==> src/rtl/clk_gen_pkg.sv <==
// Shared definitions for the cascaded clock phase generator.
package clk_gen_pkg;

   localparam int DIV_W_DEF = 8;
   localparam int MAX_CH    = 8;

   typedef enum logic {
      RUN    = 1'b0,
      HALTED = 1'b1
   } halt_state_e;

   // Channel period in master cycles for a packed half-period vector.
   // Fields are DIV_W_DEF wide; channel k's period is the product of
   // 2*half[j] over every channel j up to and including k.
   function automatic longint unsigned period_of(
      input logic [MAX_CH*DIV_W_DEF-1:0] half,
      input int                          k
   );
      longint unsigned p;
      p = 64'd1;
      for (int j = 0; j < MAX_CH; j++) begin
         if (j <= k) begin
            p = p * 64'd2 * 64'(half[j*DIV_W_DEF +: DIV_W_DEF]);
         end
      end
      return p;
   endfunction

endpackage

==> src/rtl/clk_div_stage.sv <==
// One divider channel: counts advance pulses and toggles its clock level
// every 'half' advances. next_rise is combinational so a child stage can
// advance on the same master edge as this stage's rising transition.
module clk_div_stage
   import clk_gen_pkg::*;
#(
   parameter int DIV_W = DIV_W_DEF
) (
   input  logic             clock,
   input  logic             reset,
   input  logic             adv,
   input  logic [DIV_W-1:0] half,
   output logic             clk,
   output logic             rise,
   output logic             next_rise,
   output logic             at_zero
);

   localparam logic [DIV_W-1:0] ONE = DIV_W'(1);

   logic [DIV_W-1:0] cnt_q, cnt_d;
   logic             clk_q, clk_d;
   logic             rise_q;
   logic             wrap;

   assign wrap      = (cnt_q == (half - ONE));
   assign next_rise = adv & wrap & ~clk_q;
   assign at_zero   = (cnt_q == '0) & ~clk_q;
   assign clk       = clk_q;
   assign rise      = rise_q;

   // Next counter value and level for this advance.
   always_comb begin
      cnt_d = cnt_q;
      clk_d = clk_q;
      if (adv) begin
         if (wrap) begin
            cnt_d = '0;
            clk_d = ~clk_q;
         end else begin
            cnt_d = cnt_q + ONE;
         end
      end
   end

   // Counter, level and rise strobe registers.
   always_ff @(posedge clock) begin
      if (reset) begin
         cnt_q  <= '0;
         clk_q  <= 1'b0;
         rise_q <= 1'b0;
      end else begin
         cnt_q  <= cnt_d;
         clk_q  <= clk_d;
         rise_q <= next_rise;
      end
   end

endmodule

==> src/rtl/clock_phase_gen.sv <==
// Cascaded divided-clock generator with halt/ack freeze at the common
// phase origin and a reset stretched over slowest-channel rising edges.
//
// state  | meaning
// RUN    | channels advance every master cycle
// HALTED | all channels frozen at the phase origin, halt_ack high
module clock_phase_gen
   import clk_gen_pkg::*;
#(
   parameter int                      NUM_CH       = 2,
   parameter int                      DIV_W        = DIV_W_DEF,
   parameter logic [NUM_CH*DIV_W-1:0] HALF         = {8'd1, 8'd1},
   parameter int                      RESET_CYCLES = 4
) (
   input  logic              clock,
   input  logic              reset,
   input  logic              halt_req,
   output logic [NUM_CH-1:0] clk_out,
   output logic [NUM_CH-1:0] rise,
   output logic              halt_ack,
   output logic              reset_out
);

   localparam logic [7:0] RC8 = 8'(RESET_CYCLES);

   if (NUM_CH < 1 || NUM_CH > MAX_CH) begin : g_bad_num_ch
      $error("clock_phase_gen: NUM_CH must be 1..8");
   end
   if (RESET_CYCLES < 0 || RESET_CYCLES > 255) begin : g_bad_rst_cycles
      $error("clock_phase_gen: RESET_CYCLES must be 0..255");
   end

   logic [NUM_CH-1:0] adv_w;
   logic [NUM_CH-1:0] next_rise_w;
   logic [NUM_CH-1:0] at_zero_w;
   logic [NUM_CH-1:0] clk_w;
   logic [NUM_CH-1:0] rise_w;

   halt_state_e state_q, state_d;
   logic        run;
   logic        at_origin;
   logic        halt_ack_q, halt_ack_d;
   logic [7:0]  rcnt_q, rcnt_d;
   logic        reset_out_q, reset_out_d;

   assign at_origin = &at_zero_w;
   assign adv_w[0]  = run;

   for (genvar k = 0; k < NUM_CH; k++) begin : g_ch
      if (HALF[k*DIV_W +: DIV_W] == '0) begin : g_bad_half
         $error("clock_phase_gen: HALF field must be >= 1");
      end
      if (k > 0) begin : g_chain
         // Child advances on the parent's rising transition, same edge.
         assign adv_w[k] = next_rise_w[k-1];
      end
      clk_div_stage #(
         .DIV_W (DIV_W)
      ) u_stage (
         .clock     (clock),
         .reset     (reset),
         .adv       (adv_w[k]),
         .half      (HALF[k*DIV_W +: DIV_W]),
         .clk       (clk_w[k]),
         .rise      (rise_w[k]),
         .next_rise (next_rise_w[k]),
         .at_zero   (at_zero_w[k])
      );
   end

   assign clk_out   = clk_w;
   assign rise      = rise_w;
   assign halt_ack  = halt_ack_q;
   assign reset_out = reset_out_q;

   // Halt FSM state register.
   always_ff @(posedge clock) begin
      if (reset) begin
         state_q <= RUN;
      end else begin
         state_q <= state_d;
      end
   end

   // Halt FSM next state: halt only when sitting at the phase origin.
   always_comb begin
      state_d = state_q;
      case (state_q)
         RUN:     if (halt_req && at_origin) state_d = HALTED;
         HALTED:  if (!halt_req)             state_d = RUN;
         default: state_d = RUN;
      endcase
   end

   // Halt FSM outputs: the freezing cycle itself must not advance.
   always_comb begin
      run        = (state_q == RUN) & ~(halt_req & at_origin);
      halt_ack_d = (state_d == HALTED);
   end

   // Reset stretcher: counts slowest-channel rises one cycle early via
   // next_rise, so comparing the registered count lands reset_out one
   // cycle after the final rise strobe is visible.
   always_comb begin
      rcnt_d = rcnt_q;
      if (next_rise_w[NUM_CH-1] && (rcnt_q != 8'hFF)) begin
         rcnt_d = rcnt_q + 8'd1;
      end
      reset_out_d = (rcnt_q < RC8);
   end

   // Halt acknowledge and reset stretcher registers.
   always_ff @(posedge clock) begin
      if (reset) begin
         halt_ack_q  <= 1'b0;
         rcnt_q      <= 8'd0;
         reset_out_q <= 1'b1;
      end else begin
         halt_ack_q  <= halt_ack_d;
         rcnt_q      <= rcnt_d;
         reset_out_q <= reset_out_d;
      end
   end

endmodule

==> config.mk <==
export PLATFORM = sky130hd
export DESIGN_NAME = clock_phase_gen
export DESIGN_NICKNAME = d
export VERILOG_FILES = /design/src/rtl/clk_gen_pkg.sv /design/src/rtl/clk_div_stage.sv /design/src/rtl/clock_phase_gen.sv
export SDC_FILE = /design/constraint.sdc
export NUM_CORES = 1
export LEC_CHECK = 0
export BUFFER_PORTS_ARGS = -buffer_cell sky130_fd_sc_hd__buf_4
export CORE_ASPECT_RATIO = 0.75
export CORE_UTILIZATION = 55
export DETAILED_ROUTE_END_ITERATION = 16
export PLACE_DENSITY = 0.75
export SYNTH_ARGS = -nofsm -noshare
export SYNTH_HDL_FRONTEND = slang
export SYNTH_HIERARCHICAL = 1
export SYNTH_SLANG_ARGS = --single-unit
==> constraint.sdc <==
create_clock -name clock -period 3.5 [get_ports clock]
set_input_delay 0.175 -clock clock [delete_from_list [all_inputs] [get_ports clock]]
set_output_delay 0.175 -clock clock [all_outputs]
set_load 0.01 [all_outputs]
After elaboration in Yosys (flattened, before gate mapping)
Index checks and enable logic that the tools add are counted.
Word-level totals
  bits of input ports: 3
  register bits after elaboration: 30
  output and inout bits: 6
  word-level logic and storage cells: 38
Cells by class
  mux-type cells: 5
  order comparisons: 1
  reductions and logical operators: 7
  eq/ne operators: 1
  add/subtract/negate cells: 3
  bitwise gates (word level): 12
Operator list (count)
  8-bit by 1-bit adder with 8-bit output (second input constant): 3
  8-bit logical NOT: 2
  8-bit two-way mux: 2
  1-bit bitwise AND: 8
  8-bit by 3-bit less-than comparator with 1-bit output (second input constant): 1
  8-bit inequality test (second input constant): 1
  2-bit AND reduction: 3
  1-bit NOT: 4
  1-bit logical AND: 2
  1-bit two-way mux: 2
  1-bit one-hot mux with 2 select lines: 1

Depth between registers and ports, before layout
  word-level depth: 11
  mapped depth: 13
  depth with buffers taken out: 11

Hierarchy
The synthesis kept the hierarchy.
Modules (own cells, without submodules)
  clk_div_stage: cells each 87, times used 2, sequential area each 200.2 um2, area an instance 744.5 um2
  clock_phase_gen: cells each 54, times used 1, sequential area each 200.2 um2, area an instance 526.8 um2

Worst setup path before layout
Ideal clock, no wire load.
  path kind: reg2reg
  start: register g_ch[0].u_stage.cnt_q[0]
  end: register rcnt_q[5]
  path buffers: 2
  library setup time: 0.123 ns
  stages on the path, launching flop included: 14
  clock period less this slack: 3.796 ns
  required time: 3.377 ns
  setup slack: -0.296 ns
  data arrival time: 3.673 ns
  path through: dfxtp_1 -> inv_1 -> ha_1 -> and4b_1 -> a31oi_1 -> clkbuf_1 -> nand4_1 -> nor4_1 -> clkbuf_1 -> nand4_1 -> nor4_1 -> nand4_4 -> a2111oi_4 -> mux2_1
Between the ends
  cells in the longest elaborated chain, start to end: 11
Ends and longest elaborated chain
  from (decl): RTL line clk_div_stage.sv:21  | logic [DIV_W-1:0] cnt_q, cnt_d;
  from (signal assigned): RTL line clk_div_stage.sv:53  | cnt_q <= cnt_d;
  8-bit logical NOT: RTL line clk_div_stage.sv:28  | assign at_zero = (cnt_q == '0) & ~clk_q;
  1-bit bitwise AND: RTL line clk_div_stage.sv:28
  via at_zero_w[0]: RTL line clock_phase_gen.sv:35  | logic [NUM_CH-1:0] at_zero_w;
  2-bit AND reduction: RTL line clock_phase_gen.sv:46  | assign at_origin = &at_zero_w;
  1-bit bitwise AND: RTL line clock_phase_gen.sv:97  | run = (state_q == RUN) & ~(halt_req & at_origin);
  1-bit NOT: RTL line clock_phase_gen.sv:97
  1-bit bitwise AND: RTL line clock_phase_gen.sv:97
  via adv_w[0]: RTL line clock_phase_gen.sv:33  | logic [NUM_CH-1:0] adv_w;
  1-bit bitwise AND (2 in series): RTL line clk_div_stage.sv:27  | assign next_rise = adv & wrap & ~clk_q;
  via adv_w[1]: RTL line clock_phase_gen.sv:33
  1-bit bitwise AND (2 in series): RTL line clk_div_stage.sv:27
  via next_rise_w[1]: RTL line clock_phase_gen.sv:34  | logic [NUM_CH-1:0] next_rise_w;
  1-bit logical AND: RTL line clock_phase_gen.sv:106  | if (next_rise_w[NUM_CH-1] && (rcnt_q != 8'hFF)) begin
  to (signal assigned): RTL line clock_phase_gen.sv:120  | rcnt_q <= rcnt_d;
  to (decl): RTL line clock_phase_gen.sv:43  | logic [7:0] rcnt_q, rcnt_d;
The timed path passes the listed nets, and every way through them passes these cells.
A chain may end at the register's enable or synchronous reset.

Worst setup path after layout
Same ends and word-level chain as after synthesis.

==> metrics.cfg <==
[hold_path]
hp-start = halt_req
hold-path-cell-count = 2
min_to = halt_ack
hold_class = input port to register

[power]
power-per-cell-area_nw_per_um2 = 350
clockPowerShare_pct = 37.4
p_int_w = 0.000624
seq_power_share_pct = 43.0
p_sw_share_pct = 27.7
leakagePower_nw = 1.03
combPwrFrac_pct = 19.6
peakVddDrop_uv = 350
power.total_w = 0.000863
p_sw_w = 0.000239

[route]
remaining_drc_errors = 0
routed-wl-met2_um = 1630
wl_met3_um = 177
wl_per_cell_um = 11.6
drt_wl_total_um = 3970
via_per_inst = 5.03
drt_iter0_drc = 119
vias = 1725
ant_nets = 0
wl_met1_um = 2120
dr.pass1.iters = 4
top_layer_used = met4

[clocking]
clk_latency_ps = 280
tritoncts = built
cts_setup_buffers = 0
clkSinkCount = 30
htreeDepth = 2
numCtsBuffers = 5
cts-hold-fix-buffers = 0
cts_buffer_depth = 2
cts-root-buf = clkbuf_8
clk_pin_slew_ps = 60

[synthesis]
ys_warn_count = 6
avgSynthCellArea_um2 = 8.84
ys_seq_elements = 30
ys_seq_area_share_pct = 29.8
synthCells = 228
synth_area_um2 = 2020
ys_types = 44

[global_routing]
grt_max_degree = 40
gr-total-overflow = 0
grt_usage_pct = 22.5
grt_antenna_before_repair = 0
grt_pass1_wl_um = 6670
grt_pass1_vias = 1479

[floorplanning]
die-area_um2 = 3910
ios = 9
start_util_pct = 59.3
fp-row-count = 18
die_h_um = 54.4
core_um2 = 3400
die_w_um = 71.9

[placement]
dp_slack_ps = 170
place.gp.congestion = 0.903
dp_hpwl_um = 2940
placed_area_um2 = 2350
dp.cells = 335
io_buffers = 8

[layout]
num_antenna_cells = 0
drive_above_1_share_pct = 13.7
postLayoutCellArea_um2 = 2460
area_growth_pct = 22.3
fin_cells = 343
final_nets = 302
layout_commonest_cell = conb_1
final_cell_mix = conb_1, dfxtp_1, nor3_1, xor2_1, buf_4

[critical_path]
crit_top_cell = nand4_1
r2r-start = g_ch[0].u_stage/cnt_q[0]
arrival_ps = 3380
cp_top_family = simple AND/OR/NAND/NOR gates
r2r-end = rcnt_q[5]
worst-path-stages = 12
slowest_delay_ps = 410
endpoint_kind = register
worst_path_max_delay_cell = dfxtp_1
setup.worst_path.start_class = register
crit_chain = inv_1 -> ha_1 -> and4b_1 -> a31oi_1 -> buf_4 -> nand4_1 -> nor4_2 -> nand4_1 -> nor4_4 -> nand4_4 -> a2111oi_4 -> mux2_1
ff2ff_path_depth = 12
critPathKind = register to register
critPathRequiredTime_ps = 3670
path_buf_inv = 2
cp_max_fo = 9
r2r_slack_ps = 290

[sta]
fin_skew_ps = 5.00
finalSetupViolations = 0
finalCritPeriodShare_pct = 91.8
finalCriticalPeriod_ps = 3210
setup_ws_ps = 286
slew_headroom_pct = 58.9
drv_slew = 0
final-hold-violation-count = 0
worst_slew_pin_slew_ps = 611
max_freq_ghz = 0.311

[job]
cap_violations = 0

[run_status]
status = complete, no violations

## cells by family after synthesis
logic type / share of synthesized area (%)
XOR/XNOR: 12.2
other: 0.373
buffers and inverters: 4.10
AO/OA/AOI/OAI: 13.8
adder cells (fa/ha/maj): 4.34
multiplexers: 4.10
AND/OR/NAND/NOR: 31.3
flip-flops: 29.8
## cell usage after synthesis
cell,number,share of area [%]
a2111oi_4,1,1.4
a211oi_1,4,1.5
a21boi_1,1,0.37
a21o_1,1,0.37
a21oi_1,9,2.2
a31oi_1,1,0.31
a41oi_1,1,0.43
and3_1,7,2.2
and4_4,1,0.56
and4b_1,2,0.99
buf_6,1,0.56
clkbuf_1,7,1.3
conb_1,2,0.37
dfxtp_1,30,30
ha_1,7,4.3
inv_1,12,2.2
mux2_1,1,0.56
mux2_2,1,0.56
mux2_4,2,1.5
mux2i_1,3,1.5
nand2_1,5,0.93
nand2b_1,6,1.9
nand3_1,7,1.7
nand3b_1,4,1.5
nand4_1,8,2.5
nand4_4,1,1.1
nor2_1,11,2.0
nor2b_1,10,3.1
nor3_1,20,5.0
nor3_2,4,2.0
nor3_4,2,1.6
nor3b_1,3,1.1
nor4_1,9,2.8
nor4b_1,1,0.43
o21a_1,2,0.74
o21ba_2,1,0.50
o221ai_2,2,1.5
o22ai_1,2,0.62
o22ai_2,2,1.2
o2bb2ai_1,2,0.87
o31a_1,2,0.87
o32ai_1,2,0.87
xnor2_1,10,4.3
xor2_1,18,7.8
## worst max-delay path by stage
stage	startpoint	end
after global placement	g_ch[1].u_stage/cnt_q[0]	rcnt_q[5]
after global routing	g_ch[1].u_stage/cnt_q[0]	rcnt_q[5]
after floorplan	g_ch[0].u_stage/cnt_q[0]	rcnt_q[5]
after detailed placement	g_ch[0].u_stage/cnt_q[0]	rcnt_q[5]
after CTS	g_ch[1].u_stage/cnt_q[1]	rcnt_q[5]
final	g_ch[0].u_stage/cnt_q[0]	rcnt_q[5]
## flip-flops by register name, indices dropped and copies added (netlist names)
| register | count |
|---|---|
| rcnt_q | 8 |
| g_ch.u_stage/clk | 2 |
| reset_out | 1 |
| halt_ack | 1 |
| g_ch.u_stage/rise | 2 |
| g_ch.u_stage/cnt_q | 16 |
## final cells by class
type                    count  area [µm²]
repair buffers             13        97.6
inverters                  12        45.0
fillers                   256         936
clock buffers               8         110
flip-flops and latches     30         601
well taps                  50        62.6
multi-input cells         230        1550
## metrics by stage
stage               hold WS [ps]  util, %  setup TNS, ps
global placement             472     69.1              0
detailed placement           479     69.1              0
finish                       190     72.5              0
global route                 184     72.5          -2.44
CTS                          180     72.3              0
floorplan                    341        -              0
## power groups by stage
stage	clock network, W	logic [W]	registers, W
after floorplan	0	0.000126	0.000375
after global placement	0	0.000159	0.000377
after detailed placement	0	0.000161	0.000379
after CTS	0.000329	0.000162	0.000371
after global routing	0.000341	0.000187	0.000373
final	0.000323	0.000169	0.000371
## metal layers
metal / track usage (%) / up-vias
met5: 0 / -
met4: 6.86 / 0
met3: 4.97 / 9
met2: 33.3 / 47
met1: 32.6 / 769
li1: - / 900
## timing repair
action / 4_1_cts / 5_1_grt
gates resized for setup: 0 / 1
endpoints found under the setup margin: 0 / 2
endpoints found under the hold margin: 0 / 0
Power figures use the tool's default switching activity.
